## src/rtl/ctrl_types_pkg.sv

```systemverilog
// Shared cache-controller types: host operations, response outcomes, frontend states.
// Also holds the op/hit to outcome mapping used when a controller op completes.
package ctrl_types_pkg;

    typedef enum logic [1:0] {
        NOOP   = 2'd0,
        READ   = 2'd1,
        UPSERT = 2'd2,
        DELETE = 2'd3
    } operation_e;

    typedef enum logic [1:0] {
        RS_OK      = 2'd0,
        RS_MISS    = 2'd1,
        RS_ERR_OP  = 2'd2,
        RS_TIMEOUT = 2'd3
    } resp_status_e;

    typedef enum logic [1:0] {
        S_IDLE  = 2'd0,
        S_ISSUE = 2'd1,
        S_WAIT  = 2'd2,
        S_RESP  = 2'd3
    } fe_state_e;

    // Upserts always succeed; reads and deletes report whether the key existed.
    function automatic resp_status_e op_status(input operation_e op, input logic hit);
        resp_status_e st;
        case (op)
            UPSERT:       st = RS_OK;
            READ, DELETE: st = hit ? RS_OK : RS_MISS;
            default:      st = RS_ERR_OP;
        endcase
        return st;
    endfunction

endpackage

```

## src/rtl/req_frontend.sv

```systemverilog
// Host request stage in front of the cache controller: one request in flight, op issued until acked, timeout guarded.
// Accept-to-response >= 3 cycles plus controller latency; req_ready only in idle, response held until resp_ready.
module req_frontend
    import ctrl_types_pkg::*;
#(
    parameter int KEY_WIDTH      = 16,
    parameter int VALUE_WIDTH    = 32,
    parameter int TIMEOUT_CYCLES = 64
) (
    input  logic                   clk,
    input  logic                   rst,
    input  logic                   req_valid,
    output logic                   req_ready,
    input  operation_e             req_op,
    input  logic [KEY_WIDTH-1:0]   req_key,
    input  logic [VALUE_WIDTH-1:0] req_value,
    output logic                   resp_valid,
    input  logic                   resp_ready,
    output resp_status_e           resp_status,
    output logic [VALUE_WIDTH-1:0] resp_value,
    output operation_e             op_out,
    output logic [KEY_WIDTH-1:0]   key_out,
    output logic [VALUE_WIDTH-1:0] value_out,
    input  logic                   ctrl_busy,
    input  logic                   ctrl_busy_valid,
    input  logic                   ctrl_op_valid,
    input  logic                   ctrl_data_valid,
    input  logic                   hit,
    input  logic [VALUE_WIDTH-1:0] rd_value
);

    localparam int              CNT_W     = $clog2(TIMEOUT_CYCLES + 1);
    localparam logic [CNT_W-1:0] CNT_LIMIT = CNT_W'(TIMEOUT_CYCLES);
    localparam logic [CNT_W-1:0] CNT_LAST  = CNT_W'(TIMEOUT_CYCLES - 1);

    fe_state_e               r_state;
    fe_state_e               w_state_next;
    operation_e              r_op;
    logic [KEY_WIDTH-1:0]    r_key;
    logic [VALUE_WIDTH-1:0]  r_value;
    logic [CNT_W-1:0]        r_cnt;
    resp_status_e            r_status;
    logic [VALUE_WIDTH-1:0]  r_resp_value;

    logic                    w_capture;
    logic                    w_load_resp;
    logic                    w_ack;
    logic                    w_limit;
    logic                    w_cnt_run;
    resp_status_e            w_status_next;
    logic [VALUE_WIDTH-1:0]  w_value_next;

    assign w_ack     = ctrl_busy_valid && ctrl_busy;
    // True in the cycle whose increment brings the counter to the limit.
    assign w_limit   = (r_cnt >= CNT_LAST);
    assign w_cnt_run = (r_state == S_ISSUE) || (r_state == S_WAIT);

    always_comb begin
        w_state_next  = r_state;
        w_capture     = 1'b0;
        w_load_resp   = 1'b0;
        w_status_next = RS_OK;
        w_value_next  = '0;
        case (r_state)
            S_IDLE: begin
                if (req_valid) begin
                    if (req_op == NOOP) begin
                        w_state_next  = S_RESP;
                        w_load_resp   = 1'b1;
                        w_status_next = RS_ERR_OP;
                    end else begin
                        w_state_next = S_ISSUE;
                        w_capture    = 1'b1;
                    end
                end
            end
            S_ISSUE: begin
                if (w_ack) begin
                    w_state_next = S_WAIT;
                end else if (w_limit) begin
                    w_state_next  = S_RESP;
                    w_load_resp   = 1'b1;
                    w_status_next = RS_TIMEOUT;
                end
            end
            S_WAIT: begin
                // Completion takes priority over a timeout landing in the same cycle.
                if (ctrl_op_valid) begin
                    w_state_next  = S_RESP;
                    w_load_resp   = 1'b1;
                    w_status_next = op_status(r_op, hit);
                    if ((r_op == READ) && hit && ctrl_data_valid) begin
                        w_value_next = rd_value;
                    end
                end else if (w_limit) begin
                    w_state_next  = S_RESP;
                    w_load_resp   = 1'b1;
                    w_status_next = RS_TIMEOUT;
                end
            end
            S_RESP: begin
                if (resp_ready) begin
                    w_state_next = S_IDLE;
                end
            end
            default: w_state_next = S_IDLE;
        endcase
    end

    always_ff @(posedge clk) begin
        if (rst) begin
            r_state      <= S_IDLE;
            r_op         <= NOOP;
            r_key        <= '0;
            r_value      <= '0;
            r_cnt        <= '0;
            r_status     <= RS_OK;
            r_resp_value <= '0;
        end else begin
            r_state <= w_state_next;
            if (w_capture) begin
                r_op    <= req_op;
                r_key   <= req_key;
                r_value <= req_value;
                r_cnt   <= '0;
            end else if (w_cnt_run && (r_cnt != CNT_LIMIT)) begin
                r_cnt <= r_cnt + CNT_W'(1);
            end
            if (w_load_resp) begin
                r_status     <= w_status_next;
                r_resp_value <= w_value_next;
            end
        end
    end

    assign req_ready   = (r_state == S_IDLE) && !rst;
    assign resp_valid  = (r_state == S_RESP);
    assign resp_status = r_status;
    assign resp_value  = r_resp_value;
    assign op_out      = (r_state == S_ISSUE) ? r_op : NOOP;
    assign key_out     = r_key;
    assign value_out   = r_value;

endmodule

```

## config.mk

```make
export PLATFORM = sky130hd
export DESIGN_NAME = req_frontend
export DESIGN_NICKNAME = d
export VERILOG_FILES = /design/src/rtl/ctrl_types_pkg.sv /design/src/rtl/req_frontend.sv
export SDC_FILE = /design/constraint.sdc
export NUM_CORES = 1
export LEC_CHECK = 0
export CORE_ASPECT_RATIO = 2
export CORE_MARGIN = 2
export CORE_UTILIZATION = 23
export DETAILED_ROUTE_END_ITERATION = 8
export GPL_ROUTABILITY_DRIVEN = 0
export PLACE_DENSITY = 0.56
export REMOVE_ABC_BUFFERS = 1
export SYNTH_ARGS = -nofsm -noshare
export SYNTH_HDL_FRONTEND = slang
export SYNTH_SLANG_ARGS = --single-unit
```

## constraint.sdc

```tcl
create_clock -name clk -period 1.9 [get_ports clk]
set_input_delay 0.38 -clock clk [delete_from_list [all_inputs] [get_ports clk]]
set_output_delay 0.38 -clock clk [all_outputs]
set_load 0.05 [all_outputs]
```

# [Yosys cells after proc, flatten, opt, wreduce, memory -nomap -nowiden]
# Cells that the tools add are included.
[classes] magnitude_cmp=1 muxes=28 multipliers=0 shift=0 add_sub_neg=1 eq_ne=9 div_mod_pow=0 reduce_logical=12 n_bitwise=0
[op_table] op="32-bit two-way mux" n=3
[op_table] op="2-bit two-way mux" n=12
[op_table] op="1-bit two-way mux" n=9
[op_table] op="2-bit == test, second input constant" n=4
[op_table] op="2-bit one-hot mux with 4 select lines" n=1
[op_table] op="7-bit by 1-bit adder with 7-bit output, second input constant" n=1
[op_table] op="7-bit by 6-bit greater-or-equal comparator with 1-bit output, second input constant" n=1
[op_table] op="7-bit != test, second input constant" n=1
[op_table] op="2-bit one-hot mux with 3 select lines" n=1
[op_table] op="1-bit logical AND" n=5
[op_table] op="2-bit by 1-bit == test with 1-bit output, second input constant" n=2
[op_table] op="2-bit logical NOT" n=2
[op_table] op="2-bit one-hot mux with 2 select lines" n=1
[op_table] op="2-bit OR reduction" n=2
[op_table] op="1-bit one-hot mux with 3 select lines" n=1
[op_table] op="2-bit by 1-bit != test with 1-bit output, second input constant" n=1
[op_table] op="2-bit != test, second input constant" n=1
[op_table] op="2-bit AND reduction" n=1
[op_table] op="1-bit logical NOT" n=1
[op_table] op="1-bit logical OR" n=1
[word_totals] reg_bits=93 elab_cells=58 mem_bits_ro=0 latchBits=0 inputBits=91 output_inout_bits=86 ram_bits=0 memories=0

# [Longest topological paths before layout]
# Gate-level depths: netlist (run 1).
[depth] word_depth=6 ltp_mapped=9 ltp_nobuf=7

# [Worst setup path after synthesis (run 1)]
# No wires, ideal clock.
[synth_timing] path_type="flip-flop to flip-flop" from="register r_state[1]" to="register r_resp_value[21], in the netlist resp_value[21]" arrival_time_ns=1.895 period_less_slack_ns=1.966 t_required_ns=1.830 path_stages_with_launch=9 setup_slack_ns=-0.066 setup_ns=0.070 path_buffers=1 cell_sequence="dfxtp_1 -> inv_1 -> ha_1 -> nor4bb_1 -> a31oi_1 -> a21boi_4 -> buf_6 -> or4b_1 -> a21oi_1"
[synth_between] elab_chain_len=2 elab_cells_between_ends=5 classes_between="2 x eq/ne; 2 x mux; 1 x reduce/logical"
[synth_lines] item="from (decl)" line="req_frontend.sv:36" text="fe_state_e r_state;"
[synth_lines] item="from (signal assigned)" line="req_frontend.sv:120" text="r_state <= w_state_next;"
[synth_lines] item="2-bit == test, or another cell as far along" line="req_frontend.sv:64" text="case (r_state)"
[synth_lines] item="1-bit one-hot mux with 3 select lines or 32-bit two-way mux (tied branches)" line="req_frontend.sv:64"
[synth_lines] item="to (signal assigned)" line="req_frontend.sv:131" text="r_resp_value <= w_value_next;"
[synth_lines] item="to (decl)" line="req_frontend.sv:43" text="logic [VALUE_WIDTH-1:0] r_resp_value;"
# Several ways; a longest one is shown, not always the timed one.
# A chain may end at the register's enable or synchronous reset.

# [Final worst setup path (run 1)]
[layout_timing] from="register r_state[0]" to="register r_resp_value[18], in the netlist resp_value[18]"
# The elaborated chain is that of the path after synthesis.

==> flow_metrics.tcl, run 1 <==
set metrics [dict create \
    met2_usage_pct 27.8 \
    outcome "finished with violations" \
    initial_utilization_pct 23.6 \
    synth_xor_area_share_pct 1.14 \
    p_comb_share_pct 41.1 \
    num_antenna_cells 0 \
    grt_max_degree 49 \
    swShare_pct 35.4 \
    cp-start-kind "flop" \
    arrival_ps 2300 \
    drive_gt1_share_pct 19.0 \
    post-route-util_pct 41.6 \
    setup_viol 33 \
    synth_top_family_by_area "simple AND/OR/NAND/NOR gates" \
    cp-end-kind "flop" \
    wl_per_cell_um 16.2 \
    worst_pin_slew_ps 539 \
    failed_checks "negative setup slack" \
    slew_violations 0 \
    row_count 66 \
    ys_types 42 \
    hold-worst-slack_ps 356 \
    synth_fa_ha_area_share_pct 1.96 \
    relSlewSlack_pct 64.0 \
    cell_internal_pwr_uw 4430 \
    grt.busiest_layer "met2" \
    first_pass_iters 4 \
    max_cap_viol_count 0 \
    ant_nets 0 \
    avgViaCountPerCell 4.65 \
    io_pins 177 \
    fmax_mhz 494 \
    p_per_area_nw_per_um2 1010 \
    yosys_warnings 0 \
    core_sq_um 16300 \
    die_w_um 95.4 \
    cts_buffers 9 \
    synth-seq-cells 93 \
    clk_pin_slew_worst_paths_ps 60 \
    drt-initial-drc-count 125 \
    totalWireLength_um 13800 \
    hp-class "primary input to flop" \
    netlist_instances 454 \
    met1_usage_pct 13.6 \
    worst_ir_drop_vdd_mv 0.361 \
    nNetsFinal 744 \
    finalWorstPathRequiredPeriod_ps 2030 \
    cts.hold.buffers_added 0 \
    die_height_um 187 \
    stdcell_count 853 \
    area_growth_pct 76.4 \
    rsz0062_at_grt "yes" \
    synth.area.mux_share_pct 0.261 \
    path_class "flop to flop" \
    clkSinkCount 93 \
    p_clk_share_pct 25.8 \
    synth_simple_gate_area_share_pct 22.6 \
    final.fill_count 1643 \
    seqPwrFrac_pct 33.2 \
    skew_ps 7.56 \
    avgSynthCellArea_sq_um 8.46 \
    synth-seq-area-share_pct 48.5 \
    place_inst 830 \
    grt_overflow 0 \
    htree_levels 3 \
    grt_pass1_vias 3941 \
    use_met3_pct 2.87 \
    clock-root-buffer "clkbuf_16" \
    synth_compound_area_share_pct 20.2 \
    drc_errors 0 \
    clk_latency_ps 340 \
    syn_area_sq_um 3840 \
    leakagePower_uw 0.00326 \
    dr_total_vias 3964 \
    cts_buffer_depth 2 \
    timing.final.crit_share_pct 107 \
    hold_viol_final 0 \
    grt_pass1_wl_um 19900 \
    cts_tree "done" \
    critPathMaxFanout 16 \
    antenna_found_initial 0 \
    die_area_sq_um 17800 \
    io_buffers 176 \
    setup_slack_ps -125 \
    required_ps 2180 \
    grt_use_total_pct 14.5 \
    hpwl_um 9500 \
    p_sw_uw 2430 \
]
area by class of cell:
type	count	area (sq um)	area share (%)
inverters	7	31.3	0.462
flip-flops and latches	93	1870	27.6
multi-input cells	316	1970	29.0
well taps	204	255	3.77
repair buffers	220	2360	34.9
clock inverters	2	35.0	0.517
clock buffers	11	253	3.73
flip-flops by register name (all words and copies together), names as in the netlist:
signal       cells
resp_value      32
value_out       32
key_out         16
r_cnt            7
r_op             2
r_state          2
resp_status      2
critical path, cell delays in order, from the launching register on:
cell,delay (ps)
dfxtp_4,360
inv_4,70
buf_6,100
ha_4,130
nand4_1,90
or3_4,390
buf_12,180
or4b_4,490
a21oi_2,150
cell families (layout without fill, tap and decap cells):
family          after synthesis  count (layout)
fa+ha+maj                     6               6
mux                           1               1
simple gates                163             163
compound gates              141             141
buf+inv                      45             240
flops                        93              93
xor+xnor                      5               5
synth_stat cells, drive strengths merged:
library cell	instances	area share [%]
o32ai	1	0.23
o21ai	36	5.0
nor2b	2	0.33
and2	3	0.49
clkbuf	29	2.9
nor4bb	1	0.26
nand4	4	0.81
nor2	10	0.98
or3	2	0.33
a31oi	1	0.16
xor2	2	0.46
ha	6	2.0
and3	1	0.16
or4b	32	8.3
xnor2	3	0.68
o31ai	1	0.20
a211o	2	0.46
mux2i	1	0.26
inv	7	0.68
nor3	1	0.13
nand2b	1	0.16
o21bai	2	0.39
a32oi	1	0.23
dfxtp	93	49
nor4	1	0.16
a211oi	1	0.20
o21a	2	0.39
a41o	1	0.26
buf	9	1.7
o211ai	1	0.20
or3b	1	0.23
o311a	1	0.26
a21oi	89	12
nand2	104	10
a21boi	2	0.68
routing by layer:
metal | part of all wire, % | up-vias | wire length (um)
met1 | 34 | 1841 | 4670
met5 | 0 | - | 0
li1 | - | 1957 | -
met3 | 4.5 | 32 | 626
met2 | 58 | 134 | 7970
met4 | 4.0 | 0 | 546
through the flow:
stage | TNS (ps) | total power (uW) | instance area (sq um) | setup WS [ps]
2_1_floorplan | -15420 | 3660 | 3660 | -432
3_3_place_gp | -13510 | 4770 | 6000 | -460
3_5_place_dp | -14610 | 4830 | 6000 | -483
4_1_cts | -2700 | 6830 | 6450 | -107
5_1_grt | -5660 | 7240 | 6770 | -197
6_report | -3170 | 6860 | 6770 | -125
cells in the final DEF (no fill, tap or decap), types with 5 or more instances in the layout:
| master | count |
|---|---|
| nand2_1 | 104 |
| clkdlybuf4s50_1 | 101 |
| dfxtp_1 | 89 |
| a21oi_1 | 76 |
| dlymetal6s2s_1 | 45 |
| buf_4 | 43 |
| o21ai_0 | 26 |
| or4b_1 | 19 |
| or4b_4 | 13 |
| a21oi_2 | 13 |
| clkbuf_16 | 12 |
| dlygate4sd2_1 | 11 |
| nor2_1 | 10 |
| buf_12 | 10 |
| o21ai_1 | 9 |
| inv_1 | 5 |
| buf_6 | 5 |
power by group through the flow:
stage	Sequential, uW	Clock, uW	Combinational, uW
global route	2300	1940	3000
detailed placement	2290	0	2540
CTS	2260	1840	2730
global placement	2280	0	2490
finish	2280	1770	2820
floorplan	2820	0	838
final timing paths:
path | startpoint | endpoint | slack (ps) | cells after the start
max | r_state[0]$_SDFFE_PP0P_ | resp_value[18]$_SDFFE_PP0P_ | -130 | 8
min | rst | r_op[1]$_SDFFE_PP0P_ | 360 | 2
max reg2reg | r_state[0]$_SDFFE_PP0P_ | resp_value[18]$_SDFFE_PP0P_ | -130 | 8
min reg2reg | value_out[13]$_SDFFE_PP0P_ | value_out[13]$_SDFFE_PP0P_ | 450 | 2
what timing repair did:
action	in CTS	in global routing
endpoints found under the setup margin	44	79
setup buffers	4	1
gates cloned	2	3
gates resized for setup	33	84
pin swaps	2	7
No activity file was read; power rests on OpenSTA's default activity.
==> run 2: changes to the inputs <==
Settings changed: ABC_AREA set to 1, CORE_MARGIN 2 to unset, PLACE_DENSITY 0.56 to 0.55.
==> run 2 against run 1 <==
Compared with the run above: sequential cell count did not move; sequential power rose by 12%; largest power group unchanged; worst setup slack improved by 160 ps; die area rose by 1.2%; fmax rose by 8.6%; total power rose by 19%; hold slack got worse by 16 ps; clock-buffer cell count fell by 2; wire length fell by 12%; the flow now finishes without violations.
==> flow_metrics.tcl, run 2 <==
set metrics [dict create \
    drt-initial-drc-count 102 \
    avgSynthCellArea_sq_um 6.60 \
    grt_pass1_vias 3948 \
    avgViaCountPerCell 4.06 \
    first_pass_iters 4 \
    ys_types 23 \
    io_buffers 176 \
    grt_max_degree 48 \
    clkSinkCount 93 \
    ant_nets 0 \
    synth_area_leaders "dfxtp_1, nand2_1, nor2_1" \
    io_pins 177 \
    num_antenna_cells 0 \
    hold-worst-slack_ps 340 \
    antenna_found_initial 0 \
    relSlewSlack_pct 64.8 \
    finalWorstPathRequiredPeriod_ps 1860 \
    r2r_start "r_cnt[0]$_SDFFE_PP0P_" \
    hpwl_um 9240 \
    die_area_sq_um 18000 \
    synth_edf_count 0 \
    worst_pin_slew_ps 527 \
    wl_per_cell_um 12.2 \
    yosys_warnings 0 \
    p_per_area_nw_per_um2 1280 \
    path_class "flop to primary output" \
    grt_pass1_wl_um 19100 \
    grt_use_total_pct 13.8 \
    worst_ir_drop_vdd_mv 0.508 \
    timing.final.crit_share_pct 98.1 \
    core_sq_um 17200 \
    grt_overflow 0 \
    nNetsFinal 879 \
    synth_common_cells "nand2_1, nor2_1, dfxtp_1, inv_1, a21oi_1" \
    yosys.area.top_type_share_pct 46.4 \
    hp-class "primary input to flop" \
    area_growth_pct 58.2 \
    yosysTopAreaCell "dfxtp_1" \
    netlist_instances 608 \
    required_ps 1520 \
    initial_utilization_pct 23.3 \
    leakagePower_uw 0.00340 \
    slowest_stage "clkdlybuf4s50_1" \
    clk_latency_ps 340 \
    holdPathEnd "value_out[22]$_SDFFE_PP0P_" \
    hold_depth 2 \
    dr_total_vias 4045 \
    placed_area_sq_um 6000 \
    cp-end-kind "primary output" \
    outcome "complete, no violations" \
    setup_slack_ps 35.8 \
    setup_tns_ps 0 \
    slew_violations 0 \
    drc_errors 0 \
    synth-seq-cells 93 \
    crit_buf_inv 1 \
    clk_pin_slew_worst_paths_ps 80 \
    hold_viol_final 0 \
    die_w_um 95.4 \
    cts_tree "done" \
    fmax_mhz 536 \
    cp-start-kind "flop" \
    clock-root-buffer "clkbuf_16" \
    rsz0062_at_grt "no" \
    synth_ff_type "dfxtp_1" \
    row_count 68 \
    pre_cts_ws_ps 10.4 \
    setup_viol 0 \
    cts_buffers 9 \
    synth_most_common_cell "nand2_1" \
    htree_levels 3 \
    critPathMaxFanout 2 \
    totalWireLength_um 12200 \
    max_cap_viol_count 0 \
    cts_buffer_depth 2 \
    final_area_sq_um 6350 \
    post-cts-setup-buffer-count 0 \
    r2r_setup_slack_ps 220 \
    r2r_cells 12 \
    arrival_ps 1480 \
    stdcell_count 997 \
    place_inst 981 \
    skew_ps 9.39 \
    syn_area_sq_um 4010 \
    die_height_um 189 \
    hold_start "rst" \
    synth-seq-area-share_pct 46.4 \
    worstPathCellList "clkdlybuf4s50_1" \
    final_cell_mix "nand2_1, nor2_1, clkdlybuf4s50_1" \
    slowest_delay_ps 810 \
    r2r_end "resp_value[16]$_SDFFE_PP0P_" \
    drive_gt1_share_pct 11.1 \
    async_reset_ff_share_pct 0 \
    layout_commonest_cell "nand2_1" \
    path_delay_family "buffers and inverters" \
]
-- run 2: cell count changes after synthesis, sizes merged, moves of 30 or more --
cell,before,now
or4b,32,0
nand2,104,194
inv,7,90
nor2,10,110
o21ai,36,5
a21oi,89,59
-- run 2: worst reg2reg max path, stage by stage, from the launching register on --
cell and delay (ps):
dfxtp_1 340, ha_1 210, nand2_1 100, nand2_1 70, nand2_2 80, nand2_2 60, nand2_1 90, nand3_2 90
nand2_2 110, buf_12 210, nand2_1 100, nand2_1 60, nor2_1 40
-- run 2: what timing repair did --
| action | in CTS | in global routing |
|---|---|---|
| hold buffers | 0 | 0 |
| gates resized for setup | 8 | 26 |
| setup endpoints to repair | 8 | 24 |
| cloned | 0 | 0 |
-- run 2: final cells by class --
class	instances	area (sq um)
Multi-Input combinational cell	394	1690
Tap cell	210	263
Clock buffer	9	225
Fill cell	1820	10800
Clock inverter	7	62.6
Inverter	91	342
Timing Repair Buffer	193	1900
Sequential cell	93	1860
-- run 2: how the worst max path moves through the flow --
stage / from / end / slack [ps] / cells after the start
3_5_place_dp: req_op[1] / r_op[0]$_SDFFE_PP0P_ / 10 / 8
5_1_grt: value_out[28]$_SDFFE_PP0P_ / value_out[28] / 0.1 / 1
4_1_cts: resp_value[0]$_SDFFE_PP0P_ / resp_value[0] / 2 / 1
3_3_place_gp: req_op[1] / r_op[1]$_SDFFE_PP0P_ / 20 / 8
6_report: resp_value[1]$_SDFFE_PP0P_ / resp_value[1] / 40 / 1
2_1_floorplan: r_state[1]$_SDFFE_PP0P_ / r_op[0]$_SDFFE_PP0P_ / -1430 / 6
-- run 2: stage by stage --
stage / total power (uW) / utilization (%)
after floorplan: 5050 / -
after global placement: 6450 / 34.9
after detailed placement: 6480 / 34.9
after CTS: 8300 / 36.5
after global routing: 8710 / 36.9
final: 8150 / 36.9
-- run 2: routing by layer --
| metal | GRT usage (%) | up-vias | part of all wire [%] |
|---|---|---|---|
| li1 | - | 2159 | - |
| met1 | 12.1 | 1759 | 34 |
| met2 | 28.6 | 111 | 59 |
| met3 | 2.66 | 16 | 4.9 |
| met4 | 5.63 | 0 | 2.2 |
| met5 | 0 | - | 0 |
-- run 2: cell families (layout without fill, tap and decap cells) --
kind of cell             Yosys count  after routing  synth area share [%]
AND/OR/NAND/NOR                  320            320                  31.2
buffers and inverters            121            300                  11.9
flip-flops                        93             93                  46.4
AO/OA/AOI/OAI                     68             68                  8.67
adder cells (fa/ha/maj)            6              6                  1.87
-- run 2: power breakdown --
group	total (uW)	internal (uW)	switching [uW]	leakage (uW)
Combinational	3820	1300	2520	0.00249
Sequential	2560	2350	214	0.000760
Clock	1780	922	856	0.000145
Total	8150	4570	3590	0.00340
